--- src/rtl/elevator_car_ctrl.sv ---
// Car-motion and request scheduler: latches floor calls, moves the car in SCAN order,
// and pulses open on arrival, then waits for the door controller to cycle before moving on.
module elevator_car_ctrl #(
  parameter int FLOORS = 8,
  parameter int TRAVEL = 3,
  parameter int FW     = $clog2(FLOORS)
) (
  input  logic              clk,
  input  logic              rst,
  input  logic [FLOORS-1:0] req,
  input  logic              close_n,
  output logic              open,
  output logic [FW-1:0]     floor,
  output logic              move_up,
  output logic              move_down,
  output logic              dir,
  output logic [FLOORS-1:0] pending
);

  localparam int CW = (TRAVEL > 1) ? $clog2(TRAVEL) : 1;

  typedef enum logic [2:0] {IDLE, MOVE, OPEN, WAIT_OPEN, WAIT_CLOSE} state_t;

  state_t            state_q, state_d;
  logic [FW-1:0]     floor_q, floor_d;
  logic              dir_q, dir_d;
  logic [FLOORS-1:0] pending_q, pending_d;
  logic [CW-1:0]     cnt_q, cnt_d;
  logic              open_q, open_d;
  logic              move_up_q, move_up_d;
  logic              move_down_q, move_down_d;
  logic [FW-1:0]     floor_step;

  // True when any pending floor lies strictly beyond f in the given direction.
  function automatic logic ahead_of(input logic [FLOORS-1:0] p, input logic [FW-1:0] f,
                                    input logic up);
    logic hit;
    hit = 1'b0;
    for (int i = 0; i < FLOORS; i++)
      if (up ? (i > int'(f)) : (i < int'(f))) hit = hit | p[i];
    return hit;
  endfunction

  assign floor_step = dir_q ? floor_q + FW'(1) : floor_q - FW'(1);

  always_comb begin
    state_d   = state_q;
    floor_d   = floor_q;
    dir_d     = dir_q;
    cnt_d     = cnt_q;
    pending_d = pending_q | req;
    // Calls for the floor being served are absorbed until the door has started cycling.
    if (state_q == OPEN || state_q == WAIT_OPEN) pending_d[floor_q] = 1'b0;

    case (state_q)
      IDLE: begin
        if (pending_q[floor_q]) begin
          state_d = OPEN;
        end else if (ahead_of(pending_q, floor_q, dir_q)) begin
          state_d = MOVE;
        end else if (|pending_q) begin
          dir_d   = ~dir_q;
          state_d = MOVE;
        end
      end
      MOVE: begin
        if (cnt_q == CW'(TRAVEL - 1)) begin
          cnt_d   = '0;
          floor_d = floor_step;
          if (pending_q[floor_step])                      state_d = OPEN;
          else if (ahead_of(pending_q, floor_step, dir_q)) state_d = MOVE;
          else                                            state_d = IDLE;
        end else begin
          cnt_d = cnt_q + CW'(1);
        end
      end
      OPEN:       state_d = WAIT_OPEN;
      WAIT_OPEN:  if (close_n)  state_d = WAIT_CLOSE;
      WAIT_CLOSE: if (!close_n) state_d = IDLE;
      default:    state_d = IDLE;
    endcase

    open_d      = (state_d == OPEN);
    move_up_d   = (state_d == MOVE) && dir_d;
    move_down_d = (state_d == MOVE) && !dir_d;
  end

  always_ff @(posedge clk or posedge rst) begin
    if (rst) begin
      state_q     <= IDLE;
      floor_q     <= '0;
      dir_q       <= 1'b1;
      pending_q   <= '0;
      cnt_q       <= '0;
      open_q      <= 1'b0;
      move_up_q   <= 1'b0;
      move_down_q <= 1'b0;
    end else begin
      state_q     <= state_d;
      floor_q     <= floor_d;
      dir_q       <= dir_d;
      pending_q   <= pending_d;
      cnt_q       <= cnt_d;
      open_q      <= open_d;
      move_up_q   <= move_up_d;
      move_down_q <= move_down_d;
    end
  end

  assign open      = open_q;
  assign floor     = floor_q;
  assign move_up   = move_up_q;
  assign move_down = move_down_q;
  assign dir       = dir_q;
  assign pending   = pending_q;

endmodule

--- config.mk ---
export PLATFORM = sky130hd
export DESIGN_NAME = elevator_car_ctrl
export DESIGN_NICKNAME = d
export VERILOG_FILES = /design/src/rtl/elevator_car_ctrl.sv
export SDC_FILE = /design/constraint.sdc
export NUM_CORES = 1
export LEC_CHECK = 0
export ABC_CLOCK_PERIOD_IN_PS = 2210
export CAP_MARGIN = 30
export CORE_ASPECT_RATIO = 0.6
export CORE_MARGIN = 5
export CORE_UTILIZATION = 47
export DETAILED_ROUTE_END_ITERATION = 16
export PLACE_DENSITY = 0.82
export SYNTH_ARGS = -nofsm -noshare
export SYNTH_HDL_FRONTEND = slang
export SYNTH_SLANG_ARGS = --single-unit
export TNS_END_PERCENT = 5
--- constraint.sdc ---
create_clock -name clk -period 2.21 [get_ports clk]
set_clock_uncertainty 0.1 [all_clocks]
set_input_delay 0.5525 -clock clk [delete_from_list [all_inputs] [get_ports clk]]
set_output_delay 0.5525 -clock clk [all_outputs]
set_load 0.02 [all_outputs]
# == Word-level counts from Yosys, hierarchy flattened ==
# Cells that the tools add are included.
# totals
ff_bits,20
in_bits,11
out_inout_bits,15
word_cells,169
# op_classes
n_addsub,3
n_lt_le_gt_ge,31
eq_ne,7
mux,94
bitwise_logic,18
reduce_logical,8
# ops
cell,n
2-to-1 mux 1 bit,80
greater-than comparator 3 bit (first input constant),8
2-to-1 mux 3 bit,7
less-than comparator 3 bit (first input constant),6
one-hot mux 3 bit (5 select lines),1
bitwise OR 1 bit,14
greater-than comparator 2 x 3 -> 1 bit (first input constant),4
less-than comparator 1 x 3 -> 1 bit (first input constant),4
less-than comparator 2 x 3 -> 1 bit (first input constant),4
== test 3 x 2 -> 1 bit (second input constant),3
bitwise AND 8 bit,1
less-than comparator 3 x 4 -> 1 bit (second input constant),2
2-to-1 mux 8 bit,1
inverter 8 bit,1
bitwise OR 8 bit,1
OR reduction 8 bit,1
binary-select mux 1 bit (select 3 bit),2
== test 3 x 1 -> 1 bit (second input constant),2
greater-than comparator 1 x 3 -> 1 bit (first input constant),2
2-to-1 mux 2 bit,2
adder 3 x 1 -> 3 bit (second input constant),1
demux 1 bit (select 3 bit),1
== test 3 bit (second input constant),1
greater-or-equal comparator 3 x 1 -> 1 bit (second input constant),1
other kinds (9),11

# == Longest topological paths before layout ==
# depth
depth_word,49
ltp_mapped,9
ltp_nobuf,8

# == Worst setup path after synthesis ==
# No wires, ideal clock.
# synth_timing
path_kind,register to register
startpoint,reg floor_q[1] (netlist: floor[1])
endpoint,reg move_up_q (netlist: move_up)
setup_time_ns,0.126
t_arrival_ns,2.327
t_required_ns,1.984
setup_slack_ns,-0.344
stages_incl_launch_ff,10
path_buffers,1
synth_period_minus_slack_ns,2.554
cell_sequence,dfrtp_1 buf_2 inv_2 ha_1 inv_1 o31a_1 o32a_1 nor4_2 o221a_2 nor2_1
# synth_between
elab_chain_len,49
word_cells_on_any_way,132
classes_between,add/sub: 2; order compare: 28; eq/ne: 1; mux: 86; bitwise: 14; reduce/logical: 1
# synth_lines
element,line_no,text
"start, declared",25,"logic [FW-1:0] floor_q, floor_d;"
"start signal, assigned",100,floor_q <= floor_d;
subtractor 3 x 1 -> 3 bit or adder 3 x 1 -> 3 bit (tied branches),44,assign floor_step = dir_q ? floor_q + FW'(1) : floor_q - FW'(1);
2-to-1 mux 3 bit,44,
less-than comparator 1 x 3 -> 1 bit,40,if (up ? (i > int'(f)) : (i < int'(f))) hit = hit | p[i];
2-to-1 mux 1 bit (2 in a row),40,
2-to-1 mux 1 bit,70,if (pending_q[floor_step]) state_d = OPEN;
2-to-1 mux 1 bit,67,if (cnt_q == CW'(TRAVEL - 1)) begin
2-to-1 mux 1 bit,55,case (state_q)
bitwise OR 1 bit,40,
[... 33 more ...],--,
2-to-1 mux 1 bit,55,
2-to-1 mux 1 bit,71,"else if (ahead_of(pending_q, floor_step, dir_q)) state_d = MOVE;"
2-to-1 mux 2 bit,70,
2-to-1 mux 3 bit,67,
one-hot mux 3 bit (5 select lines),55,
== test 3 x 1 -> 1 bit,84,move_up_d = (state_d == MOVE) && dir_d;
logical AND 1 bit *,84,
named net move_up_d,30,"logic move_up_q, move_up_d;"
"end signal, assigned",105,move_up_q <= move_up_d;
"end, declared",30,
# Mark *: on every way through the listed nets, which the timed path passes. The rest lies on a longest branch. The select of a mux whose other input is x is not followed.
# A chain may end at the register's enable or synchronous reset.

# == Worst setup path after layout ==
# layout_timing
startpoint,reg floor_q[0] (netlist: floor[0])
endpoint,reg state_q[1]
# layout_between
elab_chain_len,36
word_cells_on_any_way,65
classes_between,add/sub: 2; order compare: 14; mux: 42; bitwise: 7
# layout_lines
element,line_no,text
less-than comparator 1 x 3 -> 1 bit,40,
2-to-1 mux 1 bit (2 in a row),40,
2-to-1 mux 1 bit,57,if (pending_q[floor_q]) begin
2-to-1 mux 1 bit,55,
bitwise OR 1 bit,40,
2-to-1 mux 1 bit,40,
2-to-1 mux 1 bit,57,
2-to-1 mux 1 bit,55,
[... 20 more ...],--,
bitwise OR 1 bit,40,
2-to-1 mux 1 bit,40,
2-to-1 mux 1 bit,57,
2-to-1 mux 1 bit,55,
2-to-1 mux 3 bit,59,"end else if (ahead_of(pending_q, floor_q, dir_q)) begin"
2-to-1 mux 3 bit,57,
one-hot mux 3 bit (5 select lines) *,55,
named net state_d[1],24,"state_t state_q, state_d;"
"end signal, assigned",99,state_q <= state_d;
"end, declared",24,
# Marked as above.

==> results.cfg <==
[setup_path]
worstRegToRegCells = 8
regToRegSetupSlack_ns = 0.007
slowest_delay_ns = 0.43
worst-path-max-fanout = 7
worstPathArrival_ns = 2.26
crit-reg2reg-launch = floor[0]$_DFFE_PP0P_
r2r_end = state_q[1]$_DFF_PP0_
path_class = flop to flop
slowest_stage = dfrtp_2
cp-end-kind = flop
path_cells = inv_4 -> ha_4 -> xor2_4 -> mux4_2 -> mux2i_2 -> buf_4 -> o22ai_1 -> nand2b_1
critPathRequiredTime_ns = 2.26
start_kind = flop

[detailed_routing]
route.vias.total = 1406
first_pass_iters = 4
routed_wl_um = 4140
final_antenna_net_count = 0
drc = 0
vias_per_cell = 6.09
drt-initial-drc-count = 174
wl_per_cell_um = 17.9

[clocking]
clkLatencyLatePin_ns = 0.26
htree_levels = 1
cts-root-buf = clkbuf_8
cts_buffers = 3
cts.sink_count = 20
clockBufferDepth = 2
tritoncts = built
clk_pin_slew_worst_paths_ns = 0.08

[timing]
min_period_over_period_pct = 99.7
holdWs_ns = 0.428
slew_headroom_pct = 66.2
fmax_ghz = 0.454
worst_pin_slew_ns = 0.507
slew_viol_final = 0
setup_viol = 0
finalWorstSetupSlack_ns = 0.00745
finalHoldViolCount = 0
rsz0062_at_grt = yes
fin_crit_ns = 2.20

[global_route]
antenna_found_initial = 0
grt.total_usage_pct = 20.4
grt-ovfl-total = 0
grt_pass1_vias = 1361
grt_first_pass_wirelength_um = 6580
grt_max_degree = 18

[worst_hold_path]
hp-start = cnt_q[1]$_DFFE_PP0P_
worstHoldPathCells = 1
hold_path_class = flop to flop
hold_end = cnt_q[1]$_DFFE_PP0P_

[layout]
syn_to_final_growth_pct = 31.7
diodes = 0
regArea_um2 = 509
layout_commonest_cell = clkdlybuf4s50_1
layout_common_cells = clkdlybuf4s50_1, nand2_1, dfrtp_1
nNetsFinal = 207
final.fill_count = 243
drive_above_1_share_pct = 19.0
final_util_pct = 65.8
multi_input_area_um2 = 923
layout.cell_area.non_filler_mm2 = 0.00193

[power]
vdd_drop_max_uv = 860
p_leak_nw = 0.791
power.density_mw_per_mm2 = 1720

[die]
ioPinCount = 26
die_width_um = 82.0
floorplan.initialDensity_pct = 50.0
core-area_mm2 = 0.00293
die_h_um = 53.2
rows = 15
dieArea_mm2 = 0.00436

[yosys]
syn-instance-count = 157
synth_cell_types = 55
yosysWarnings = 0
ys_seq_elements = 20
netlist_area_mm2 = 0.00146
synth-edff-count = 0
synth_ff_type = dfrtp_1
syn_nets = 174
syn_area_per_cell_um2 = 9.32
async_flop_share_pct = 100
ys_seq_area_share_pct = 34.3

[job]
maxCapViolations = 0

[run_status]
outcome = completed

[place]
portBuffers = 25
pre_cts_slack_ns = -0.0190
gp_congestion = 0.907
placed_cell_area_mm2 = 0.00181
place_hpwl_um = 3060
## cells in the mapped netlist, types with 2 or more instances
master | n | area [um2]
dfrtp_1 | 19 | 475
nand2_1 | 16 | 60.1
nor2_1 | 12 | 45.0
a21oi_1 | 9 | 45.0
inv_1 | 7 | 26.3
ha_1 | 6 | 75.1
nand2b_1 | 6 | 37.5
nor2b_1 | 6 | 37.5
a31oi_1 | 5 | 31.3
buf_2 | 5 | 25.0
mux2i_1 | 5 | 50.1
o21ai_0 | 4 | 20.0
buf_6 | 3 | 33.8
o32a_1 | 3 | 30.0
a21o_1 | 2 | 15.0
and2_1 | 2 | 12.5
inv_2 | 2 | 7.51
mux4_2 | 2 | 45.0
nor3_1 | 2 | 10.0
o221ai_1 | 2 | 17.5
o22a_1 | 2 | 17.5
o22ai_1 | 2 | 12.5
xnor2_1 | 2 | 17.5
xor2_1 | 2 | 17.5
## where the power goes
part / leakage (nW) / internal [W] / switching, W
clock: 0.0357 / 0.000242 / 0.000131
combinational: 0.533 / 0.00101 / 0.00111
sequential: 0.222 / 0.000525 / 0.000282
total: 0.791 / 0.00178 / 0.00152
## worst max path at each step
stage / startpoint / to / cells after the start
after floorplan: floor[1]$_DFFE_PP0P_ / move_down$_DFF_PP0_ / 9
after global placement: floor[0]$_DFFE_PP0P_ / move_up$_DFF_PP0_ / 8
after detailed placement: floor[0]$_DFFE_PP0P_ / move_down$_DFF_PP0_ / 8
after CTS: floor[0]$_DFFE_PP0P_ / move_down$_DFF_PP0_ / 8
after global routing: floor[0]$_DFFE_PP0P_ / move_down$_DFF_PP0_ / 8
final: floor[0]$_DFFE_PP0P_ / state_q[1]$_DFF_PP0_ / 8
## logic make-up after synthesis
group	after synthesis	share of synthesized area (%)
AOI/OAI and AO/OA	48	24.9
xor gates and xnor gates	4	2.40
adders and majority gates	7	5.82
buffers and inverters	17	6.33
DFF	20	34.3
muxes	7	6.50
and+or+nand+nor	54	19.8
## final cells by class
cell class	count	share of cell area (%)
sequential	20	26.4
clock buffer	3	2.14
multi-input combinational	120	47.9
timing repair buffer	36	17.2
inverter	9	2.01
tap	42	2.73
clock inverter	1	1.56
## state kept, by name, summed over array words and instances, names as in the netlist
name / flops
open: 1
floor: 3
state_q: 3
cnt_q: 2
dir: 1
pending: 8
move_down: 1
move_up: 1
## stage by stage
step | instances | power, W | TNS [ns]
2_1_floorplan | 157 | 0.00216 | 0
3_3_place_gp | 224 | 0.00265 | 0
3_5_place_dp | 224 | 0.00273 | -0.0352
4_1_cts | 228 | 0.00313 | -0.0105
5_1_grt | 231 | 0.00349 | -0.148
6_report | 231 | 0.00330 | 0
## timing repair
| action | in CTS | in global routing |
|---|---|---|
| hold endpoints to repair | 0 | 0 |
| buffers inserted | 0 | 3 |
| gates cloned | 0 | 0 |
| gates resized for setup | 4 | 5 |
| pin swaps | 0 | 2 |
| setup endpoints to repair | 4 | 6 |
| hold buffers | 0 | 0 |
## worst max-delay path: cells and delay by family (launching register included)
kind,cells,cell delay (ns)
simple gates,1,0.17
buf+inv,2,0.21
fa+ha+maj,1,0.33
flops,1,0.43
compound gates,1,0.09
xor+xnor,1,0.22
mux,2,0.53
## layer usage
metal	vias to the layer above	wire length, um	track usage [%]	part of all wire [%]
met5	-	0	0	0
met4	0	47	6.63	1.1
met3	8	429	5.95	10
met2	83	1810	30.4	44
met1	665	1860	28.1	45
li1	650	-	-	-
Power figures use the tool's default switching activity.
